===== config.mk =====
export PLATFORM = sky130hd
export DESIGN_NAME = mem_line_xfer_ctrl_flat
export DESIGN_NICKNAME = d
export VERILOG_FILES = /design/src/rtl/mem_xfer_pkg.sv /design/src/rtl/mem_line_xfer_ctrl_if.sv /design/src/rtl/xfer_watchdog.sv /design/src/rtl/mem_line_xfer_ctrl.sv /design/src/flat_wrapper.sv
export SDC_FILE = /design/constraint.sdc
export NUM_CORES = 1
export LEC_CHECK = 0
export ABC_AREA = 0
export CAP_MARGIN = 15
export CORE_UTILIZATION = 47
export CTS_BUF_LIST = sky130_fd_sc_hd__clkbuf_4
export CTS_CLUSTER_SIZE = 8
export DETAILED_ROUTE_END_ITERATION = 8
export PLACE_DENSITY_LB_ADDON = 0.15
export SYNTH_ARGS = -nofsm -noshare
export SYNTH_HDL_FRONTEND = slang
export SYNTH_HIERARCHICAL = 1
export SYNTH_SLANG_ARGS = --single-unit

===== constraint.sdc =====
create_clock -name clk -period 3.2 [get_ports clk]
set_clock_uncertainty 0.1 [all_clocks]
set_input_delay 0.96 -clock clk [delete_from_list [all_inputs] [get_ports clk]]
set_output_delay 0.96 -clock clk [all_outputs]
set_load 0.02 [all_outputs]

===== src/rtl/mem_xfer_pkg.sv =====
// rtl/mem_xfer_pkg.sv - shared types and constants for the cache line transfer controller
package mem_xfer_pkg;

  typedef enum logic [2:0] {
    IDLE  = 3'd0,
    ISSUE = 3'd1,
    BEAT  = 3'd2,
    DONE  = 3'd3,
    ERR   = 3'd4
  } xfer_state_t;

  localparam int   LINE_WORDS = 4;
  localparam int   LINE_BYTES = 16;
  localparam logic OP_READ    = 1'b0;
  localparam logic OP_WRITE   = 1'b1;

  typedef logic [LINE_BYTES*8-1:0] line_t;

  // Bit offset of beat word idx inside a line.
  function automatic int word_lsb(input logic [1:0] idx, input int word_w);
    return int'(idx) * word_w;
  endfunction

endpackage


===== src/rtl/mem_line_xfer_ctrl_if.sv =====
// rtl/mem_line_xfer_ctrl_if.sv - cache-side and memory-side signals of the line transfer controller
interface mem_line_xfer_ctrl_if #(
  parameter int ADDR_W = 32,
  parameter int WORD_W = 32
);
  import mem_xfer_pkg::line_t;

  logic              line_req;
  logic              line_rw;
  logic [ADDR_W-1:0] line_addr;
  line_t             line_wdata;
  logic              line_busy;
  logic              line_done;
  logic              line_err;
  line_t             line_rdata;

  logic              mem_request;
  logic [ADDR_W-1:0] mem_address;
  logic              mem_rw;
  logic [WORD_W-1:0] mem_data_in;
  logic              mem_ready;
  logic [WORD_W-1:0] mem_data_out;

  // Controller view.
  modport slave (
    input  line_req, line_rw, line_addr, line_wdata, mem_ready, mem_data_out,
    output line_busy, line_done, line_err, line_rdata,
           mem_request, mem_address, mem_rw, mem_data_in
  );

  // Environment view: cache requester plus main memory.
  modport master (
    output line_req, line_rw, line_addr, line_wdata, mem_ready, mem_data_out,
    input  line_busy, line_done, line_err, line_rdata,
           mem_request, mem_address, mem_rw, mem_data_in
  );

endinterface


===== src/rtl/xfer_watchdog.sv =====
// rtl/xfer_watchdog.sv - saturating stall counter, expires at TIMEOUT_CYCLES-1 idle beats
module xfer_watchdog #(
  parameter int TIMEOUT_CYCLES = 64
) (
  input  logic clk,
  input  logic reset,
  input  logic clear_i,
  input  logic inc_i,
  output logic expire_o
);

  localparam int CNT_W = (TIMEOUT_CYCLES > 1) ? $clog2(TIMEOUT_CYCLES) : 1;
  localparam logic [CNT_W-1:0] LIMIT = CNT_W'(TIMEOUT_CYCLES - 1);

  logic [CNT_W-1:0] count_q;

  always_ff @(posedge clk) begin
    if (reset || clear_i) begin
      count_q <= '0;
    end else if (inc_i && (count_q != LIMIT)) begin
      count_q <= count_q + CNT_W'(1);
    end
  end

  assign expire_o = (count_q == LIMIT);

endmodule


===== src/rtl/mem_line_xfer_ctrl.sv =====
// rtl/mem_line_xfer_ctrl.sv - turns one cache line fill/write-back into a 4-beat memory burst
module mem_line_xfer_ctrl
  import mem_xfer_pkg::xfer_state_t, mem_xfer_pkg::IDLE, mem_xfer_pkg::ISSUE,
         mem_xfer_pkg::BEAT, mem_xfer_pkg::DONE, mem_xfer_pkg::ERR,
         mem_xfer_pkg::line_t, mem_xfer_pkg::OP_WRITE, mem_xfer_pkg::word_lsb;
#(
  parameter int ADDR_W         = 32,
  parameter int WORD_W         = 32,
  parameter int LINE_WORDS     = 4,
  parameter int TIMEOUT_CYCLES = 64
) (
  input  logic           clk,
  input  logic           reset,
  mem_line_xfer_ctrl_if.slave bus
);

  localparam logic [1:0] LAST_BEAT = 2'(LINE_WORDS - 1);

  xfer_state_t       state_q;
  logic [1:0]        beat_q;
  logic [1:0]        beat_nxt;
  line_t             buf_q;
  line_t             fill_line;
  line_t             line_rdata_q;
  logic              line_busy_q;
  logic              line_done_q;
  logic              line_err_q;
  logic              mem_request_q;
  logic              mem_rw_q;
  logic [ADDR_W-1:0] mem_address_q;
  logic [WORD_W-1:0] mem_data_in_q;
  logic              wd_clear;
  logic              wd_inc;
  logic              wd_expire;
  logic              unused_addr_lsb;

  assign beat_nxt        = beat_q + 2'd1;
  assign unused_addr_lsb = ^bus.line_addr[3:0];

  // Buffer with the arriving read beat merged in, so the last beat lands in line_rdata directly.
  always_comb begin
    fill_line = buf_q;
    fill_line[word_lsb(beat_q, WORD_W) +: WORD_W] = bus.mem_data_out;
  end

  assign wd_clear = (state_q == ISSUE) || ((state_q == BEAT) && bus.mem_ready);
  assign wd_inc   = (state_q == BEAT) && !bus.mem_ready;

  xfer_watchdog #(
    .TIMEOUT_CYCLES(TIMEOUT_CYCLES)
  ) u_watchdog (
    .clk     (clk),
    .reset   (reset),
    .clear_i (wd_clear),
    .inc_i   (wd_inc),
    .expire_o(wd_expire)
  );

  always_ff @(posedge clk) begin
    if (reset) begin
      state_q       <= IDLE;
      beat_q        <= 2'd0;
      buf_q         <= '0;
      line_rdata_q  <= '0;
      line_busy_q   <= 1'b0;
      line_done_q   <= 1'b0;
      line_err_q    <= 1'b0;
      mem_request_q <= 1'b0;
      mem_rw_q      <= 1'b0;
      mem_address_q <= '0;
      mem_data_in_q <= '0;
    end else begin
      line_done_q   <= 1'b0;
      line_err_q    <= 1'b0;
      mem_request_q <= 1'b0;
      case (state_q)
        IDLE: begin
          if (bus.line_req) begin
            mem_address_q <= {bus.line_addr[ADDR_W-1:4], 4'b0000};
            mem_rw_q      <= bus.line_rw;
            buf_q         <= bus.line_wdata;
            mem_data_in_q <= (bus.line_rw == OP_WRITE) ? bus.line_wdata[WORD_W-1:0] : '0;
            line_busy_q   <= 1'b1;
            mem_request_q <= 1'b1;
            state_q       <= ISSUE;
          end
        end
        ISSUE: begin
          beat_q  <= 2'd0;
          state_q <= BEAT;
        end
        BEAT: begin
          if (bus.mem_ready) begin
            beat_q <= beat_nxt;
            if (mem_rw_q == OP_WRITE) begin
              if (beat_q != LAST_BEAT) begin
                mem_data_in_q <= buf_q[word_lsb(beat_nxt, WORD_W) +: WORD_W];
              end
            end else begin
              buf_q <= fill_line;
            end
            if (beat_q == LAST_BEAT) begin
              line_busy_q <= 1'b0;
              line_done_q <= 1'b1;
              if (mem_rw_q != OP_WRITE) begin
                line_rdata_q <= fill_line;
              end
              state_q <= DONE;
            end
          end else if (wd_expire) begin
            line_busy_q <= 1'b0;
            line_done_q <= 1'b1;
            line_err_q  <= 1'b1;
            state_q     <= ERR;
          end
        end
        DONE, ERR: state_q <= IDLE;
        default:   state_q <= IDLE;
      endcase
    end
  end

  assign bus.line_busy   = line_busy_q;
  assign bus.line_done   = line_done_q;
  assign bus.line_err    = line_err_q;
  assign bus.line_rdata  = line_rdata_q;
  assign bus.mem_request = mem_request_q;
  assign bus.mem_address = mem_address_q;
  assign bus.mem_rw      = mem_rw_q;
  assign bus.mem_data_in = mem_data_in_q;

endmodule


===== src/flat_wrapper.sv =====
// flat-port wrapper written by rule: the top's interface ports become plain ports
module mem_line_xfer_ctrl_flat import mem_xfer_pkg::xfer_state_t, mem_xfer_pkg::IDLE, mem_xfer_pkg::ISSUE,
         mem_xfer_pkg::BEAT, mem_xfer_pkg::DONE, mem_xfer_pkg::ERR,
         mem_xfer_pkg::line_t, mem_xfer_pkg::OP_WRITE, mem_xfer_pkg::word_lsb;
#(
  parameter int ADDR_W         = 32,
  parameter int WORD_W         = 32,
  parameter int LINE_WORDS     = 4,
  parameter int TIMEOUT_CYCLES = 64
)
  (clk, reset, bus_line_req, bus_line_rw, bus_line_addr, bus_line_wdata, bus_mem_ready, bus_mem_data_out, bus_line_busy, bus_line_done, bus_line_err, bus_line_rdata, bus_mem_request, bus_mem_address, bus_mem_rw, bus_mem_data_in);
  mem_line_xfer_ctrl_if #(.ADDR_W(ADDR_W), .WORD_W(WORD_W)) bus_i ();
  input  logic clk;
  input  logic reset;
  input wire logic [$bits(bus_i.line_req)-1:0] bus_line_req;
  input wire logic [$bits(bus_i.line_rw)-1:0] bus_line_rw;
  input wire logic [$bits(bus_i.line_addr)-1:0] bus_line_addr;
  input wire logic [$bits(bus_i.line_wdata)-1:0] bus_line_wdata;
  input wire logic [$bits(bus_i.mem_ready)-1:0] bus_mem_ready;
  input wire logic [$bits(bus_i.mem_data_out)-1:0] bus_mem_data_out;
  output wire logic [$bits(bus_i.line_busy)-1:0] bus_line_busy;
  output wire logic [$bits(bus_i.line_done)-1:0] bus_line_done;
  output wire logic [$bits(bus_i.line_err)-1:0] bus_line_err;
  output wire logic [$bits(bus_i.line_rdata)-1:0] bus_line_rdata;
  output wire logic [$bits(bus_i.mem_request)-1:0] bus_mem_request;
  output wire logic [$bits(bus_i.mem_address)-1:0] bus_mem_address;
  output wire logic [$bits(bus_i.mem_rw)-1:0] bus_mem_rw;
  output wire logic [$bits(bus_i.mem_data_in)-1:0] bus_mem_data_in;
  assign bus_i.line_req = bus_line_req;
  assign bus_i.line_rw = bus_line_rw;
  assign bus_i.line_addr = bus_line_addr;
  assign bus_i.line_wdata = bus_line_wdata;
  assign bus_i.mem_ready = bus_mem_ready;
  assign bus_i.mem_data_out = bus_mem_data_out;
  assign bus_line_busy = bus_i.line_busy;
  assign bus_line_done = bus_i.line_done;
  assign bus_line_err = bus_i.line_err;
  assign bus_line_rdata = bus_i.line_rdata;
  assign bus_mem_request = bus_i.mem_request;
  assign bus_mem_address = bus_i.mem_address;
  assign bus_mem_rw = bus_i.mem_rw;
  assign bus_mem_data_in = bus_i.mem_data_in;
  mem_line_xfer_ctrl #(.ADDR_W(ADDR_W), .WORD_W(WORD_W), .LINE_WORDS(LINE_WORDS), .TIMEOUT_CYCLES(TIMEOUT_CYCLES)) u_core (.clk(clk), .reset(reset), .bus(bus_i));
endmodule

* Word level (Yosys, flattened, before mapping)
Index checks and enable logic that the tools add are counted.
** Storage, ports and cells
- Register bits :: 332
- Output and inout port bits :: 197
- Word-level logic and storage cells :: 80
** Cells by class
- Add/subtract/negate cells :: 3
- Equality and inequality tests :: 13
- Shifts and indexed selects :: 3
- Muxes and demuxes :: 27
- Bitwise gates (word level) :: 3
- Reductions and logical operators :: 19
** Operator list (number)
- two-way mux 128 bit :: 3
- case mux 128 bit (2 select lines) :: 1
- two-way mux 32 bit :: 5
- bitwise mux 128 bit :: 1
- variable shift 32 x 33 -> 128 bit (first input constant) :: 1
- variable part select 128 x 8 -> 32 bit :: 1
- variable part select 32 x 33 -> 128 bit :: 1
- case mux 32 bit (2 select lines) :: 1
- negator 7 -> 33 bit :: 1
- two-way mux 3 bit :: 4
- AND reduction 4 bit :: 3
- != test 2 bit (second input constant) :: 5
- case mux 3 bit (3 select lines) :: 1
- two-way mux 1 bit :: 8
- adder 6 x 1 -> 6 bit (second input constant) :: 1
- == test 6 bit (second input constant) :: 1
- != test 3 bit (second input constant) :: 2
- != test 6 bit (second input constant) :: 1
- AND reduction 5 bit :: 1
- case mux 2 bit (2 select lines) :: 1
- AND reduction 2 bit :: 2
- nonzero test 2 bit :: 2
- OR reduction 2 bit :: 2
- == test 3 x 1 -> 1 bit (second input constant) :: 1
- 13 further kinds :: 18

* Depth between registers and ports, before layout
- Depth after elaboration :: 6
- Depth in mapped cells :: 11
- Depth with buffers taken out :: 6

* By module
The synthesis kept the hierarchy.
** By module, submodules not included
- mem_line_xfer_ctrl :: times used 1, cells an instance 1866, area each 15974.1 µm²
- xfer_watchdog :: times used 1, cells an instance 32, area each 299.0 µm²

* Least setup slack after synthesis
No wires, ideal clock.
- Path kind :: register to register
- Start :: register u_core.beat_q[0]
- End :: register u_core.mem_data_in_q[10], in the netlist u_core/bus.mem_data_in[10]
- Arrival time :: 3.151 ns
- Setup slack :: -0.170 ns
- Cell stages (with the launch flop) :: 11
- Cell sequence :: dfxtp_1 > buf_2 > buf_2 > clkbuf_1 > inv_1 > ha_1 > buf_2 > buf_2 > buf_1 > mux4_2 > o221a_1
** On the way
- Longest elaborated chain between the ends :: 6
- Elaborated cells between the ends (all ways) :: 9
** RTL lines
- start, declared :: line mem_line_xfer_ctrl.sv:20 : logic [1:0] beat_q;
- start signal, assigned :: line mem_line_xfer_ctrl.sv:94 : beat_q <= beat_nxt;
- adder 2 x 1 -> 2 bit :: line mem_line_xfer_ctrl.sv:37 : assign beat_nxt = beat_q + 2'd1;
- variable part select 128 x 8 -> 32 bit :: line mem_line_xfer_ctrl.sv:97 : mem_data_in_q <= buf_q[word_lsb(beat_nxt, WORD_W) +: WORD_W];
- two-way mux 32 bit :: line mem_line_xfer_ctrl.sv:96 : if (beat_q != LAST_BEAT) begin
- two-way mux 32 bit :: line mem_line_xfer_ctrl.sv:95 : if (mem_rw_q == OP_WRITE) begin
- two-way mux 32 bit :: line mem_line_xfer_ctrl.sv:93 : if (bus.mem_ready) begin
- case mux 32 bit (2 select lines) :: line mem_line_xfer_ctrl.sv:76 : case (state_q)
- end signal, assigned :: line mem_line_xfer_ctrl.sv:82 : mem_data_in_q <= (bus.line_rw == OP_WRITE) ? bus.line_wdata[WORD_W-1:0] : '0;
- end signal, assigned :: line mem_line_xfer_ctrl.sv:97
- end, declared :: line mem_line_xfer_ctrl.sv:31 : logic [WORD_W-1:0] mem_data_in_q;
Parallel ways exist; a longest one is shown, timed or not. The select of a mux whose other input is x is not followed.
A chain may end at the register's enable or synchronous reset.

* Worst setup path after layout
- Start :: register u_core.mem_rw_q, in the netlist u_core/bus.mem_rw
- End :: output bus_mem_rw
** RTL lines
- start, declared :: line mem_line_xfer_ctrl.sv:29 : logic mem_rw_q;
- start signal, assigned :: line mem_line_xfer_ctrl.sv:80 : mem_rw_q <= bus.line_rw;
- end, declared :: line flat_wrapper.sv:27 : output wire logic [$bits(bus_i.mem_rw)-1:0] bus_mem_rw;
No word-level cell between the ends.

==> run summary <==
* run status: complete, no violations
* leading cell types by total area after synthesis: sky130_fd_sc_hd__dfxtp_1 (41%), sky130_fd_sc_hd__a211oi_1 (9.4%), sky130_fd_sc_hd__a21oi_1 (8.2%)
* die area: 35,400 sq um
* max-cap violation count: 0
* Mean Syn Cell Area: 8.57 sq um
* count of buffer and inverter cells on the critical path: 1
* TritonCTS clock tree: done
* remaining routing DRC violations: 0
* Distinct cells, synth: 52
* critical path's largest stage delay: 680 ps
* part of the power in registers: 44.9%
* number of I/O port buffers: 385
* critical path launch point: u_core/bus.mem_rw$_SDFFE_PP0P_
* crit path cell chain: clkdlybuf4s50_1
* count of placed standard cells including taps: 2,575
* TritonCTS buffer count: 90
* remaining global-route overflow: 0
* beginning of the worst register-to-register path: u_core/beat_q[0]$_SDFFE_PP0P_
* worst setup path category: reg -> out
* setup TNS: 0 ps
* Net Sw Frac: 29.3%
* category of the worst setup path capture point: primary output
* depth of the most critical reg-to-reg path: 6
* final number of max-transition violations: 0
* CP max stage cell: sky130_fd_sc_hd__clkdlybuf4s50_1
* internal power: 7.19 mW
* data arrival time of the critical path: 1880 ps
* TritonCTS Sinks: 332
* share of synthesized flip-flops with an asynchronous set or reset: 0%
* total setup violations reported at the end of the flow: 0
* number of register bits inferred by synthesis: 332
* post-synthesis sequential area ratio: 40.8%
* net total in the final layout: 2,423
* count of flip-flops with a built-in enable after synthesis: 0
* worst voltage drop across the vdd grid: 239 uV
* combinational group share of total power: 17.7%
* storage element area: 6650 sq um
* post-cts repair resize count: 0
* clock share of power: 37.4%
* most numerous cell types in the synthesized netlist: sky130_fd_sc_hd__dfxtp_1 (332), sky130_fd_sc_hd__a21oi_1 (266), sky130_fd_sc_hd__a211oi_1 (203)
* number of optimization iterations in the first detailed-route pass: 5
* core footprint: 33,800 sq um
* net switching component of the power: 2.99 mW
* Post-Synthesis Cell Area: 16,300 sq um
* Yosys top cell by area: sky130_fd_sc_hd__dfxtp_1
* clock slew at the register clock pins of the worst setup and hold paths: 60 ps
* kind of path behind the tightest hold check: reg -> reg
* routed wirelength normalized by instance count: 24.1 um
* H-tree depth: 3
* hold_buf cts: 0
* Final period util: 91.7%
* largest net degree at the start of global routing: 88
* buffers inserted during post-CTS setup optimization: 0
* filler cell count in the final layout: 2,864
* dpl hpwl: 44.2 mm
* die extent in x: 188 um
* RSZ-0062 raised after global routing: no
* synthesized instance count: 1,898
* top cell type's share of synthesized area: 40.8%
* number of rows in the core area: 67
* Critical Path Source Type: flip-flop
* Top Ports: 394
* number of antenna violations at the first check in global routing: 4
* Die Y: 188 um
* Ys Warns: 6
* power density relative to cell area: 469 nW/um^2
* post-route minimum period: 2940 ps
* number of buffers on the longest clock path: 3
* number of gates on the worst path with buffers counted: 1
* Relative slew margins: 46.3%
* count of non-filler cells in the finished layout: 2,727
* worst-case register-to-register setup slack: 620 ps
* kind of cell adding the most delay to the critical path: buffers and inverters
* vias per inst: 6.26
* data required time at the worst endpoint: 2140 ps
* Worst-Skew Late Latency: 770 ps
* Clk Tree Root Cell: sky130_fd_sc_hd__clkbuf_4
* violation count after the first detailed-routing iteration: 1,992
* total length of routed wires: 65.7 mm
* LEAKAGE: 7.45 nW
* end of the worst register-to-register path: u_core/bus.line_rdata[103]$_SDFFE_PP0P_
* Primary FF master, synth: sky130_fd_sc_hd__dfxtp_1
* upper clock frequency limit: 341 MHz
* most common cell in the synthesized netlist: sky130_fd_sc_hd__dfxtp_1
* Worst Max-Slew Pin Slew: 806 ps
* multi-input logic area: 8250 sq um
* Starting Density: 48.2%
* area growth from synthesis to layout: 33.3%
* top fanout value on the critical path: 6
* total number of vias: 17,100
* first-pass GRT wire length: 99.4 mm
* Final ANT Viol Nets: 0
* number of hold violations in the final report: 0
* fraction of final layout cells with drive strength greater than 1: 11.7%
* GP Congestion: 0.942
* vias in the first global route: 16,400
* Worst Setup EP: bus_mem_rw
* Total GRT Usage: 36.3%
[worst min path at each step]
stage                                                 start                                       to  slack [ps]  cells past startpoint
floorplan                     u_core/buf_q[65]$_SDFFE_PP0P_            u_core/buf_q[65]$_SDFFE_PP0P_         340                      2
global placement    u_core/bus.mem_address[29]$_SDFFE_PP0P_  u_core/bus.mem_address[29]$_SDFFE_PP0P_         340                      2
detailed placement  u_core/bus.mem_address[21]$_SDFFE_PP0P_  u_core/bus.mem_address[21]$_SDFFE_PP0P_         350                      2
CTS                 u_core/bus.mem_address[21]$_SDFFE_PP0P_  u_core/bus.mem_address[21]$_SDFFE_PP0P_         350                      2
global route        u_core/bus.mem_address[12]$_SDFFE_PP0P_  u_core/bus.mem_address[12]$_SDFFE_PP0P_         380                      2
finish              u_core/bus.mem_address[22]$_SDFFE_PP0P_  u_core/bus.mem_address[22]$_SDFFE_PP0P_         350                      2
[metrics by stage]
| stage | hold WS [ps] | total power, mW | util (%) | worst slack (ps) | cell area [sq um] |
|---|---|---|---|---|---|
| 5_1_grt | 381 | 10.6 | 64.2 | 178 | 21700 |
| 4_1_cts | 354 | 10.2 | 64.2 | 205 | 21700 |
| 3_3_place_gp | 341 | 6.37 | 60.9 | 79.6 | 20600 |
| 2_1_floorplan | 337 | 5.57 | - | 122 | 16300 |
| 3_5_place_dp | 345 | 6.41 | 60.9 | 35.6 | 20600 |
| 6_report | 353 | 10.2 | 64.2 | 265 | 21700 |
[sequential cells by signal, summed over array words and instances (netlist names)]
signal                     flops
u_core/beat_q                  2
u_core/buf_q                 128
u_core/bus.line_busy           1
u_core/bus.line_done           1
u_core/bus.line_err            1
u_core/bus.line_rdata        128
u_core/bus.mem_address        28
u_core/bus.mem_data_in        32
u_core/bus.mem_request         1
u_core/bus.mem_rw              1
u_core/state_q                 3
u_core/u_watchdog/count_q      6
[power groups by stage]
stage          clock network, mW  logic (mW)  registers, mW
6_report                    3.80        1.80           4.57
5_1_grt                     4.08        1.92           4.59
4_1_cts                     3.85        1.77           4.56
3_5_place_dp                   0        1.76           4.65
3_3_place_gp                   0        1.73           4.64
2_1_floorplan                  0       0.941           4.63
[tightest hold or removal path: cells and delay by family, from the launching register on]
| family | cells | cell delay, ps |
|---|---|---|
| DFF | 1 | 300 |
| and+or+nand+nor | 1 | 50 |
| AOI/OAI and AO/OA | 1 | 50 |
[layout by cell type, fill, tap and decap left out, types with 4 or more instances in the layout]
master and n:
sky130_fd_sc_hd__a211oi_1 203, sky130_fd_sc_hd__a21oi_1 266, sky130_fd_sc_hd__a311oi_1 55, sky130_fd_sc_hd__a31oi_1 57, sky130_fd_sc_hd__buf_12 19, sky130_fd_sc_hd__buf_4 53
sky130_fd_sc_hd__clkbuf_4 138, sky130_fd_sc_hd__clkdlybuf4s50_1 383, sky130_fd_sc_hd__clkinv_1 8, sky130_fd_sc_hd__conb_1 4, sky130_fd_sc_hd__dfxtp_1 330, sky130_fd_sc_hd__diode_2 4
sky130_fd_sc_hd__ha_1 5, sky130_fd_sc_hd__inv_1 134, sky130_fd_sc_hd__mux2i_1 4, sky130_fd_sc_hd__mux4_2 32, sky130_fd_sc_hd__nand2_1 96, sky130_fd_sc_hd__nor2_1 132
sky130_fd_sc_hd__nor2b_1 130, sky130_fd_sc_hd__nor3_1 5, sky130_fd_sc_hd__nor3b_1 15, sky130_fd_sc_hd__o221a_1 31, sky130_fd_sc_hd__o32ai_1 128
[layer usage]
layer	share of wire [%]	track usage (%)	vias up
li1	-	-	7714
met1	42	50.9	8117
met2	42	51.5	1125
met3	14	12.7	108
met4	2.4	11.6	0
met5	0	0	-
[kinds of logic after synthesis]
logic type               Yosys count  share of synthesized area (%)
AO/OA/AOI/OAI                    750                           32.3
buffers and inverters            365                           9.09
AND/OR/NAND/NOR                  406                           12.5
adder cells (fa/ha/maj)            7                          0.538
flip-flops                       332                           40.8
other                              1                         0.0230
multiplexers                      37                           4.74
[area by class of cell]
cell class / instances / area share, %
antenna: 4 / 0.0461
clock buffer: 138 / 4.77
clock inverter: 10 / 0.294
inverter: 134 / 2.32
multi-input combinational: 1204 / 38.0
sequential: 332 / 30.7
tap: 448 / 2.58
timing repair buffer: 457 / 21.3
No activity file was read; power rests on OpenSTA's default activity.
